<file path="src/rtl/io_register_file.sv">
// Register file with two async read ports, one sync write port, memory-mapped
// inputs at 0..3 and output registers at the top. Optional: IO_REGFILE_WRITE_FORWARD_EN.
module io_register_file #(
  parameter int unsigned BUS_WIDTH   = 8,
  parameter int unsigned ADDR_WIDTH  = 3,
  parameter int unsigned NUM_OUT     = 1,
  parameter int unsigned SYNC_STAGES = 2
) (
  input  logic                         clk,
  input  logic                         rst_n,
  input  logic [BUS_WIDTH-1:0]         sw,
  input  logic                         ready_in,
  input  logic                         pattern_match,
  input  logic                         we,
  input  logic [ADDR_WIDTH-1:0]        wr_addr,
  input  logic [BUS_WIDTH-1:0]         wr_data,
  input  logic [ADDR_WIDTH-1:0]        rd_addr_a,
  input  logic [ADDR_WIDTH-1:0]        rd_addr_b,
  input  logic                         rd_en_a,
  output logic [BUS_WIDTH-1:0]         rd_data_a,
  output logic [BUS_WIDTH-1:0]         rd_data_b,
  output logic [NUM_OUT*BUS_WIDTH-1:0] out_port,
  output logic [NUM_OUT-1:0]           out_stb
);

  localparam int unsigned N        = 1 << ADDR_WIDTH;
  localparam int unsigned OUT_BASE = N - NUM_OUT;

  generate
    if (ADDR_WIDTH < 3) begin : g_bad_addr_width
      $error("io_register_file: ADDR_WIDTH must be >= 3");
    end
    if (NUM_OUT < 1 || NUM_OUT > N - 4) begin : g_bad_num_out
      $error("io_register_file: NUM_OUT must be in 1..N-4");
    end
    if (SYNC_STAGES < 2) begin : g_bad_sync_stages
      $error("io_register_file: SYNC_STAGES must be >= 2");
    end
    if (BUS_WIDTH < 2) begin : g_bad_bus_width
      $error("io_register_file: BUS_WIDTH must be >= 2");
    end
  endgenerate

  logic [SYNC_STAGES-1:0][BUS_WIDTH-1:0] sw_sync_q;
  logic [SYNC_STAGES-1:0]                ready_sync_q;
  logic [SYNC_STAGES-1:0]                match_sync_q;
  logic                                  ready_prev_q;
  logic                                  match_prev_q;
  logic                                  ready_sticky_q, ready_sticky_d;
  logic [BUS_WIDTH-1:0]                  match_cnt_q, match_cnt_d;
  logic [BUS_WIDTH-1:0]                  mem_q [N-1:4];
  logic [NUM_OUT-1:0]                    out_stb_q;
  logic [BUS_WIDTH-1:0]                  rd_vec [N];

  logic ready_sync, match_sync, ready_rise, match_rise, sticky_clr, cnt_clr;

  assign ready_sync = ready_sync_q[SYNC_STAGES-1];
  assign match_sync = match_sync_q[SYNC_STAGES-1];
  assign ready_rise = ready_sync & ~ready_prev_q;
  assign match_rise = match_sync & ~match_prev_q;
  assign sticky_clr = rd_en_a && (rd_addr_a == ADDR_WIDTH'(2));
  assign cnt_clr    = we && (wr_addr == ADDR_WIDTH'(3));

  // Synchronisers and edge-detect history
  always_ff @(posedge clk or negedge rst_n) begin
    if (!rst_n) begin
      sw_sync_q    <= '0;
      ready_sync_q <= '0;
      match_sync_q <= '0;
      ready_prev_q <= 1'b0;
      match_prev_q <= 1'b0;
    end else begin
      sw_sync_q    <= {sw_sync_q[SYNC_STAGES-2:0], sw};
      ready_sync_q <= {ready_sync_q[SYNC_STAGES-2:0], ready_in};
      match_sync_q <= {match_sync_q[SYNC_STAGES-2:0], pattern_match};
      ready_prev_q <= ready_sync;
      match_prev_q <= match_sync;
    end
  end

  // Sticky ready flag (set beats clear) and saturating match counter
  always_comb begin
    ready_sticky_d = ready_sticky_q;
    match_cnt_d    = match_cnt_q;
    if (sticky_clr) ready_sticky_d = 1'b0;
    if (ready_rise) ready_sticky_d = 1'b1;
    if (cnt_clr) begin
      match_cnt_d = BUS_WIDTH'(match_rise);
    end else if (match_rise && (match_cnt_q != '1)) begin
      match_cnt_d = match_cnt_q + BUS_WIDTH'(1);
    end
  end

  always_ff @(posedge clk or negedge rst_n) begin
    if (!rst_n) begin
      ready_sticky_q <= 1'b0;
      match_cnt_q    <= '0;
    end else begin
      ready_sticky_q <= ready_sticky_d;
      match_cnt_q    <= match_cnt_d;
    end
  end

  // Storage registers and per-output update strobes
  always_ff @(posedge clk or negedge rst_n) begin
    if (!rst_n) begin
      for (int unsigned i = 4; i < N; i++) mem_q[i] <= '0;
      out_stb_q <= '0;
    end else begin
      for (int unsigned i = 4; i < N; i++) begin
        if (we && (wr_addr == ADDR_WIDTH'(i))) mem_q[i] <= wr_data;
      end
      for (int unsigned k = 0; k < NUM_OUT; k++) begin
        out_stb_q[k] <= we && (wr_addr == ADDR_WIDTH'(OUT_BASE + k));
      end
    end
  end

  always_comb begin
    rd_vec[0]      = '0;
    rd_vec[1]      = sw_sync_q[SYNC_STAGES-1];
    rd_vec[2]      = '0;
    rd_vec[2][1:0] = {ready_sticky_q, ready_sync};
    rd_vec[3]      = match_cnt_q;
    for (int unsigned i = 4; i < N; i++) rd_vec[i] = mem_q[i];
  end

`ifdef IO_REGFILE_WRITE_FORWARD_EN
  logic fwd_ok;
  assign fwd_ok    = we && (wr_addr >= ADDR_WIDTH'(4));
  assign rd_data_a = (fwd_ok && (rd_addr_a == wr_addr)) ? wr_data : rd_vec[rd_addr_a];
  assign rd_data_b = (fwd_ok && (rd_addr_b == wr_addr)) ? wr_data : rd_vec[rd_addr_b];
`else
  assign rd_data_a = rd_vec[rd_addr_a];
  assign rd_data_b = rd_vec[rd_addr_b];
`endif

  for (genvar k = 0; k < NUM_OUT; k++) begin : g_out
    assign out_port[k*BUS_WIDTH +: BUS_WIDTH] = mem_q[OUT_BASE + k];
  end

  assign out_stb = out_stb_q;

endmodule

</file>
<file path="config.mk">
export PLATFORM = sky130hd
export DESIGN_NAME = io_register_file
export DESIGN_NICKNAME = d
export VERILOG_FILES = /design/src/rtl/io_register_file.sv
export SDC_FILE = /design/constraint.sdc
export NUM_CORES = 1
export LEC_CHECK = 0
export ABC_AREA = 1
export ABC_CLOCK_PERIOD_IN_PS = 1500
export CORE_MARGIN = 2
export CORE_UTILIZATION = 50
export CTS_CLUSTER_SIZE = 25
export DETAILED_ROUTE_END_ITERATION = 12
export MAX_ROUTING_LAYER = met4
export PLACE_DENSITY_LB_ADDON = 0.15
export SETUP_SLACK_MARGIN = 0.2
export SLEW_MARGIN = 20
export SYNTH_ARGS = -nofsm -noshare
export SYNTH_HDL_FRONTEND = slang
export SYNTH_SLANG_ARGS = --single-unit
</file>
<file path="constraint.sdc">
create_clock -name clk -period 1.5 [get_ports clk]
set_input_delay 0.225 -clock clk [delete_from_list [all_inputs] [get_ports clk]]
set_output_delay 0.225 -clock clk [all_outputs]
set_load 0.02 [all_outputs]
</file>
==> results.md, run 1 <==
* Inst Count DP at 570
* Synth Register Bits at 64
* Longest Clk Path Bufs at 2
* Worst Setup Start Kind: flip-flop
* Register area at 1600 um2
* Pin count of the biggest net entering global routing at 65
* Sw power at 1.70 mW
* Final Power at 5.25 mW
* Cell area after synthesis at 3270 um2
* Part of the power in the clock network at 28.4%
* Avg Vias per Cell at 5.35
* R2R Setup Slk at 0.11 ns
* # setup viols final at 15
* WL/cell at 14.7 um
* Total gr overflow at 0
* Crit Path Category: reg -> out
* DRC Markers at 0
* Synth top area cells: dfrtp_1, nand2_1, o21ai_0, inv_1, nor2_1
* Int Power at 3.55 mW
* Row count at 29
* Cell taking the most area after synthesis: dfrtp_1
* Gr usage total at 27.9%
* Die W at 84.9 um
* Ports at 56
* Worst EP required at 1.27 ns
* Root buffer cell: clkbuf_8
* Footprint of the multi-input gates at 1490 um2
* Core Footprint at 6350 um2
* Critical Path AT at 1.36 ns
* First-pass GRT wire length at 15,200 um
* Post-layout util at 73.5%
* Fin nets at 547
* Maxcap violations at 0
* Switching share of power at 32.4%
* Comb pwr share at 30.3%
* Reg-to-Reg End: match_cnt_q[4]
* Fin Hold WS at 0.316 ns
* Drt first pass iters at 4
* Worst vdd ir at 0.845 mV
* Min-Delay Endpoint: match_sync_q[0]
* Pre-CTS setup slack at -0.774 ns
* RSZ-0062 raised after global routing: yes
* Clk pin slew, worst setup/hold paths at 0.08 ns
* Slew HR at 77.3%
* FF-to-FF Start: match_cnt_q[1]
* Fillcell total at 509
* Leakage Power at 2.25 nW
* Status: complete, but fails checks
* F_max at 631 MHz
* Type of the worst min-delay path: in -> reg
* Vias in the first global route at 3,274
* Hold path depth at 1
* Full die area at 7210 um2
* Commonest non-fill, non-tap cells in the layout: nand2_1, dfrtp_1, o21ai_0
* Yosys Warn Count at 0
* I/O Buffers at 55
* Violated checks: negative setup slack
* Final hold viol count at 0
* Seq pwr share at 41.3%
* Setup TNS at -0.433 ns
* Reg2reg path depth at 8
* HP Start: pattern_match
* Chip Height at 84.9 um
* Area growth syn-to-layout at 42.6%
* Routed Antenna Nets at 0
* Initial Utilization at 51.5%
* Minimum clock period at 1.58 ns
* Period utilization at 106%
* Placer Congestion at 0.899
* Initial DRC Count at 217
* Worst Skew at 0.00643 ns
* Skew-Pair Late Insertion Delay at 0.34 ns
* Slew Viols, Final at 0
* Post-route setup slack at -0.0836 ns
* Post-Syn Area per Cell at 7.83 um2
* Clock tree from TritonCTS: built
* Num Clock Sinks at 64
* Fraction of layout cells with a size suffix above 1 at 29.4%
* Post-synthesis sequential area ratio at 48.9%
* WL final at 8800 um
* Cell variety after synth at 24
* Inserted Diodes at 0
* Top cell type's share of synthesized area at 48.9%
* Initial antenna violation count at 0
* Routed via count at 3,196
* Cells after Synth at 418
* Design area at 4670 um2
* Worst-margin pin slew at 0.340 ns
* Placed cell areas at 4200 um2
* Post-DP HPWL at 6180 um
* Commonest non-fill, non-tap cell in the layout: nand2_1
* H-tree Lvls at 3
* CTS buffer count at 9
* Nature of the critical path endpoint: primary output
* Post-Layout Cell Count at 597
* Pwr/cell area at 1120 nW/um2
* Crit-path max FO at 2
* Post-synth net total at 450
==> final cells by class <==
cell class,instances,area share [%]
clock buffers,11,3.03
clock inverters,5,1.21
inverters,38,3.06
multi-input cells,289,31.8
flip-flops and latches,64,34.3
well taps,77,2.06
repair buffers,113,24.5
==> cells in the mapped netlist (all sizes together) <==
cell and n:
nand2 110, o21ai 81, dfrtp 64, inv 38
nor2 38, a21oi 24, buf 18, nand3 15
o211ai 15, clkbuf 9, nand4 2, ha 1
nor3 1, o21a 1, xor2 1
==> worst max-delay path, stage by stage, from the launching register on <==
cell,delay (ns)
dfrtp_1,0.37
inv_2,0.05
a21oi_2,0.10
o21ai_1,0.08
o21ai_1,0.14
nand2_1,0.09
nand2_2,0.08
buf_6,0.11
==> logic make-up after synthesis <==
kind of cell    after synthesis  synth area share, %
simple gates                166                 21.3
compound gates              121                 20.1
buf+inv                      65                 8.99
flops                        64                 48.9
xor+xnor                      1                0.268
fa+ha+maj                     1                0.382
==> power by group through the flow <==
stage                     registers (mW)  clock network, mW  logic (mW)
after floorplan                     2.15                  0       0.747
after global placement              2.17                  0        1.36
after detailed placement            2.18                  0        1.38
after CTS                           2.16               1.52        1.53
after global routing                2.19               1.60        1.77
final                               2.17               1.49        1.59
==> flip-flops by register name, summed over array words and instances (netlist names) <==
register,flops
sw_sync_q,8
match_cnt_q,8
out_port,8
match_prev_q,1
ready_sticky_q,1
mem_q,24
out_stb,1
match_sync_q,2
rd_vec,8
ready_prev_q,1
ready_sync_q,2
==> layer usage <==
layer	part of all wire, %	vias up	global-route usage [%]	routed length [um]
met2	49	98	45.5	4300
met5	0	-	-	0
met1	43	1501	33.9	3780
met3	4.3	36	3.70	381
met4	3.9	0	14.9	347
li1	-	1561	-	-
==> worst max path at each step <==
stage,from,slack (ns),cells after the start,to
6_report,mem_q[10],-0.08,7,rd_data_a[2]
5_1_grt,mem_q[1],-0.16,6,rd_data_b[1]
4_1_cts,mem_q[10],-0.08,7,rd_data_a[2]
3_5_place_dp,rd_addr_a[0],-0.77,8,rd_data_a[2]
3_3_place_gp,rd_addr_a[0],-0.76,7,rd_data_a[0]
2_1_floorplan,match_cnt_q[0],0.22,7,match_cnt_q[7]
==> timing repair <==
action / 4_1_cts / 5_1_grt
pin swaps: 16 / 14
setup buffers: 4 / 4
cloned: 2 / 0
endpoints found under the hold margin: 64 / 0
setup endpoints to repair: 33 / 27
gates resized for setup: 201 / 23
hold buffers: 1 / 0
Power figures use the tool's default switching activity.
==> run 2: changes to the inputs <==
CORE_MARGIN = not set   (was 2)
CORE_UTILIZATION = 53   (was 50)
==> results.md, run 2 (synthesis gave the netlist of run 1 again) <==
* Minimum clock period at 1.61 ns
* Status: complete, but fails checks
* Worst Skew at 0.00890 ns
* Nature of the critical path endpoint: primary output
* Commonest non-fill, non-tap cell in the layout: nand2_1
* Fraction of layout cells with a size suffix above 1 at 27.9%
* Crit Path Category: reg -> out
* Row count at 28
* Worst-margin pin slew at 0.341 ns
* Slew Viols, Final at 0
* Critical Path AT at 1.39 ns
* Ports at 56
* R2R Setup Slk at 0.08 ns
* Initial antenna violation count at 0
* Worst vdd ir at 0.724 mV
* Avg Vias per Cell at 5.42
* Clk pin slew, worst setup/hold paths at 0.08 ns
* Slew HR at 77.3%
* Worst EP required at 1.27 ns
* Post-DP HPWL at 6060 um
* RSZ-0062 raised after global routing: yes
* Initial DRC Count at 206
* Pin count of the biggest net entering global routing at 65
* I/O Buffers at 55
* Placed cell areas at 4160 um2
* Routed via count at 3,206
* Maxcap violations at 0
* Root buffer cell: clkbuf_8
* DRC Markers at 0
* Full die area at 6490 um2
* Fillcell total at 403
* Setup TNS at -0.764 ns
* Reg-to-Reg End: match_cnt_q[3]
* Biggest register: mem_q
* Leakage Power at 2.23 nW
* Period utilization at 107%
* Longest Clk Path Bufs at 2
* Crit-path max FO at 2
* H-tree Lvls at 3
* Type of the worst min-delay path: in -> reg
* Final hold viol count at 0
* Worst Setup Start Kind: flip-flop
* F_max at 621 MHz
* FF-to-FF Start: match_cnt_q[0]
* Chip Height at 80.6 um
* Initial Utilization at 55.3%
* Placer Congestion at 0.912
* Post-route setup slack at -0.110 ns
* Num Clock Sinks at 64
* Setup crit start: mem_q[15]
* Gr usage total at 31.3%
* Fin nets at 543
* Crit path capture: rd_data_a[7]
* Reg2reg path depth at 8
* Area growth syn-to-layout at 41.1%
* WL/cell at 15.4 um
* Commonest non-fill, non-tap cells in the layout: nand2_1, dfrtp_1, o21ai_0
* Violated checks: negative setup slack
* Vias in the first global route at 2,987
* First-pass GRT wire length at 14,400 um
* Drt first pass iters at 5
* Inserted Diodes at 0
* WL final at 9080 um
* # setup viols final at 16
* Total gr overflow at 0
* Design area at 4620 um2
* Largest register FFs at 24
* Clock tree from TritonCTS: built
* Pwr/cell area at 1090 nW/um2
* Skew-Pair Late Insertion Delay at 0.33 ns
* Routed Antenna Nets at 0
* Core Footprint at 5920 um2
* CTS buffer count at 9
* Die W at 80.6 um
==> run 2: cell types whose count changed in the layout (fill, tap and decap cells not counted), sizes merged <==
cell           before  now
clkdlybuf4s18       0    1
bufinv              1    0
clkdlybuf4s15       2    3
clkinv              3    5
dlygate4sd2         5    4
clkbuf             12   11
buf                79   74
==> run 2: area by class of cell <==
class	count	area, um2	area share [%]
flip-flops and latches	64	1600	34.7
multi-input cells	289	1480	32.1
repair buffers	109	1130	24.5
inverters	38	145	3.14
clock buffers	10	128	2.76
well taps	75	93.8	2.03
clock inverters	6	36.3	0.786
==> run 2: how the worst min path moves through the flow <==
| stage | from | endpoint | slack, ns | cells past startpoint |
|---|---|---|---|---|
| floorplan | rst_n | match_cnt_q[0] | -0.07 | 0 |
| global placement | rst_n | mem_q[8] | 0.26 | 2 |
| detailed placement | rst_n | mem_q[8] | 0.27 | 2 |
| CTS | ready_in | ready_sync_q[0] | 0.32 | 1 |
| global route | pattern_match | match_sync_q[0] | 0.32 | 1 |
| finish | ready_in | ready_sync_q[0] | 0.33 | 1 |
==> run 2: timing repair <==
item | CTS | global route
endpoints found under the setup margin | 33 | 27
buffers inserted | 6 | 3
pin swaps | 29 | 15
cloned | 3 | 0
resized for setup | 188 | 25
endpoints found under the hold margin | 64 | 0
hold buffers | 1 | 0
==> run 2: routing by layer <==
metal,vias up,part of all wire [%],track usage (%)
li1,1550,-,-
met1,1510,43,40.0
met2,129,49,50.4
met3,17,5.9,4.89
met4,0,1.8,11.1
met5,-,0,-
==> run 2: where the power goes <==
group          internal (mW)  switching [mW]  total, mW
registers               1.97           0.195       2.16
logic                  0.771           0.837       1.61
clock network          0.590           0.675       1.27
==> run 2: metrics by stage <==
step	utilization (%)	power (mW)	cells	hold slack (ns)	setup WS (ns)
after global placement	70.2	3.51	562	0.262	-0.845
after CTS	76.8	4.94	588	0.318	-0.111
after detailed placement	70.2	3.55	562	0.269	-0.834
after global routing	78.0	5.30	591	0.320	-0.210
after floorplan	-	2.89	418	-0.0706	0.216
final	78.0	5.04	591	0.327	-0.110
==> run 2: worst max-delay path, cell delays in order, from the launching register on <==
cell,delay [ns]
dfrtp_1,0.39
inv_2,0.05
a21oi_2,0.10
o21ai_1,0.07
o21ai_1,0.13
nand2_1,0.09
nand2_1,0.08
buf_6,0.11
==> run 3: changes to the inputs <==
ABC_AREA = not set   (was 1)
CORE_ASPECT_RATIO = 1.1   (was not set)
CORE_UTILIZATION = 52   (was 53)
PLACE_DENSITY = 0.82   (was not set)
PLACE_DENSITY_LB_ADDON = not set   (was 0.15)
==> results.md, run 3 <==
* Pre-CTS setup slack at -0.875 ns
* Initial Utilization at 53.8%
* Routed Antenna Nets at 0
* Slew HR at 68.2%
* Seq pwr share at 39.8%
* Hold path depth at 1
* WL final at 9610 um
* Longest Clk Path Bufs at 2
* Clock tree from TritonCTS: built
* Pwr/cell area at 1200 nW/um2
* Skew-Pair Late Insertion Delay at 0.34 ns
* Worst EP required at 1.27 ns
* Worst Setup Start Kind: flip-flop
* Clk pin slew, worst setup/hold paths at 0.07 ns
* Post-synth EDFFs at 0
* Minimum clock period at 1.86 ns
* Cell variety after synth at 32
* Post-synth net total at 279
* Critical Path AT at 1.63 ns
* I/O Buffers at 55
* Int Power at 3.84 mW
* Commonest non-fill, non-tap cell in the layout: dfrtp_1
* Drt first pass iters at 5
* Crit Path Category: reg -> out
* Full die area at 6240 um2
* Switching share of power at 32.1%
* Predominant post-synthesis flop cell: dfrtp_1
* Gr usage total at 33.5%
* Cells after Synth at 247
* Violated checks: negative setup slack
* Final hold viol count at 0
* Nature of the critical path endpoint: primary output
* F_max at 539 MHz
* Fin nets at 389
* Initial DRC Count at 145
* Routed via count at 2,625
* Chip Height at 82.8 um
* Synth top area cells: dfrtp_1, mux4_2, mux2_2, nand2_1, mux2i_1
* Most numerous cell in the Yosys netlist: dfrtp_1
* Die W at 75.4 um
* Slew Viols, Final at 0
* Yosys Warn Count at 0
* DRC Markers at 0
* Num Clock Sinks at 64
* Avg Vias per Cell at 5.98
* Reg2reg path depth at 7
* Post-Syn Area per Cell at 12.5 um2
* Leakage Power at 2.14 nW
* Cell area after synthesis at 3080 um2
* Synth Register Bits at 64
* Cell taking the most area after synthesis: dfrtp_1
* Biggest register: mem_q
* Fraction of layout cells with a size suffix above 1 at 51.7%
* Fillcell total at 352
* First-pass GRT wire length at 14,000 um
* Largest register FFs at 24
* Total gr overflow at 0
* RSZ-0062 raised after global routing: yes
* WL/cell at 21.9 um
* Inst Count DP at 406
* Root buffer cell: clkbuf_8
* Period utilization at 124%
* Placer Congestion at 0.918
* Vias in the first global route at 2,705
* Worst Skew at 0.00519 ns
* CTS buffer count at 9
* Asr flop ratio synth at 100%
* Area growth syn-to-layout at 52.6%
* Part of the power in the clock network at 25.7%
* Initial antenna violation count at 0
* Post-DP HPWL at 5630 um
* Worst-margin pin slew at 0.475 ns
* Ports at 56
* H-tree Lvls at 3
* Commonest cells in the netlist: dfrtp_1, nand2_1, mux2_2
* Worst vdd ir at 0.942 mV
* Post-layout util at 82.1%
* Inserted Diodes at 0
* # setup viols final at 22
* Post-route setup slack at -0.357 ns
* Top cell type's share of synthesized area at 51.9%
* Core Footprint at 5730 um2
* Final Power at 5.65 mW
* Crit-path max FO at 3
* Commonest non-fill, non-tap cells in the layout: dfrtp_1, buf_4, nand2_1
* Sw power at 1.81 mW
* Post-Layout Cell Count at 439
* Status: complete, but fails checks
* Row count at 29
* Pin count of the biggest net entering global routing at 65
* Comb pwr share at 34.5%
* Type of the worst min-delay path: in -> reg
* Maxcap violations at 0
* Post-synthesis sequential area ratio at 51.9%
## run 3: cell types whose count changed after synthesis, moves of 4 or more
cell      delta
nand2_1     -63
o21ai_0     -60
inv_1       -32
mux2_2      +27
nor2_1      -27
a21oi_1     -20
mux4_2      +16
mux2i_1     +13
nand3_1     -13
o211ai_1    -10
nor2_4       -5
clkbuf_1     -4
nand2_2      -4
## run 3: path summary, 6_finish.rpt
check	start	end	slack [ns]
max reg2reg	match_cnt_q[1]	match_cnt_q[3]	-0.21
min reg2reg	match_sync_q[0]	match_sync_q[1]	0.35
max	out_port[4]	rd_data_b[4]	-0.36
min	sw[7]	sw_sync_q[7]	0.32
min in group asynchronous	rst_n	match_cnt_q[4]	0.43
max in group asynchronous	rst_n	mem_q[1]	0.80
## run 3: timing repair
action | 4_1_cts | 5_1_grt
gates cloned | 3 | 0
endpoints found under the setup margin | 59 | 32
buffers inserted | 9 | 4
gates resized for setup | 165 | 33
endpoints found under the hold margin | 64 | 0
hold buffers | 1 | 0
pin swaps | 17 | 18
## run 3: metrics by stage
stage          TNS (ns)  hold slack (ns)  instance area (um2)
6_report          -5.07            0.315                 4710
2_1_floorplan         0          -0.0706                 3150
3_3_place_gp     -18.57            0.254                 4100
4_1_cts           -4.23            0.311                 4550
5_1_grt           -6.06            0.311                 4710
3_5_place_dp     -19.67            0.263                 4100
## run 3: kinds of logic (layout without fill, tap and decap cells)
logic type,count (synthesis),count (layout),synth area share (%)
XOR/XNOR,4,4,1.14
AO/OA/AOI/OAI,31,31,5.96
multiplexers,56,56,25.8
AND/OR/NAND/NOR,68,68,10.8
flip-flops,64,64,51.9
buffers and inverters,23,138,4.02
adder cells (fa/ha/maj),1,1,0.406
## run 3: power groups by stage
stage / Clock (mW) / Combinational [mW] / Sequential (mW)
after floorplan: 0 / 0.877 / 2.20
after global placement: 0 / 1.57 / 2.23
after detailed placement: 0 / 1.61 / 2.25
after CTS: 1.44 / 1.75 / 2.23
after global routing: 1.54 / 2.07 / 2.28
final: 1.45 / 1.95 / 2.25
## run 3: worst max-delay path: stages (launching register included)
cell     delay [ns]
dfrtp_1        0.41
mux4_2         0.52
nand2_2        0.12
o21ai_2        0.09
buf_6          0.16
## run 3: layer usage
| layer | vias to the layer above | global-route usage, % | routed length (um) |
|---|---|---|---|
| met1 | 1320 | 39.0 | 3600 |
| li1 | 1114 | - | - |
| met2 | 158 | 54.5 | 5040 |
| met3 | 33 | 8.45 | 662 |
| met4 | 0 | 15.6 | 310 |
| met5 | - | - | 0 |
## run 3: area by class of cell
class | count | area [um2] | share of cell area (%)
flip-flops and latches | 64 | 1600 | 34.0
multi-input cells | 160 | 1580 | 33.5
clock inverters | 6 | 60.1 | 1.28
repair buffers | 118 | 1230 | 26.1
clock buffers | 10 | 128 | 2.71
inverters | 4 | 17.5 | 0.372
well taps | 77 | 96.3 | 2.05
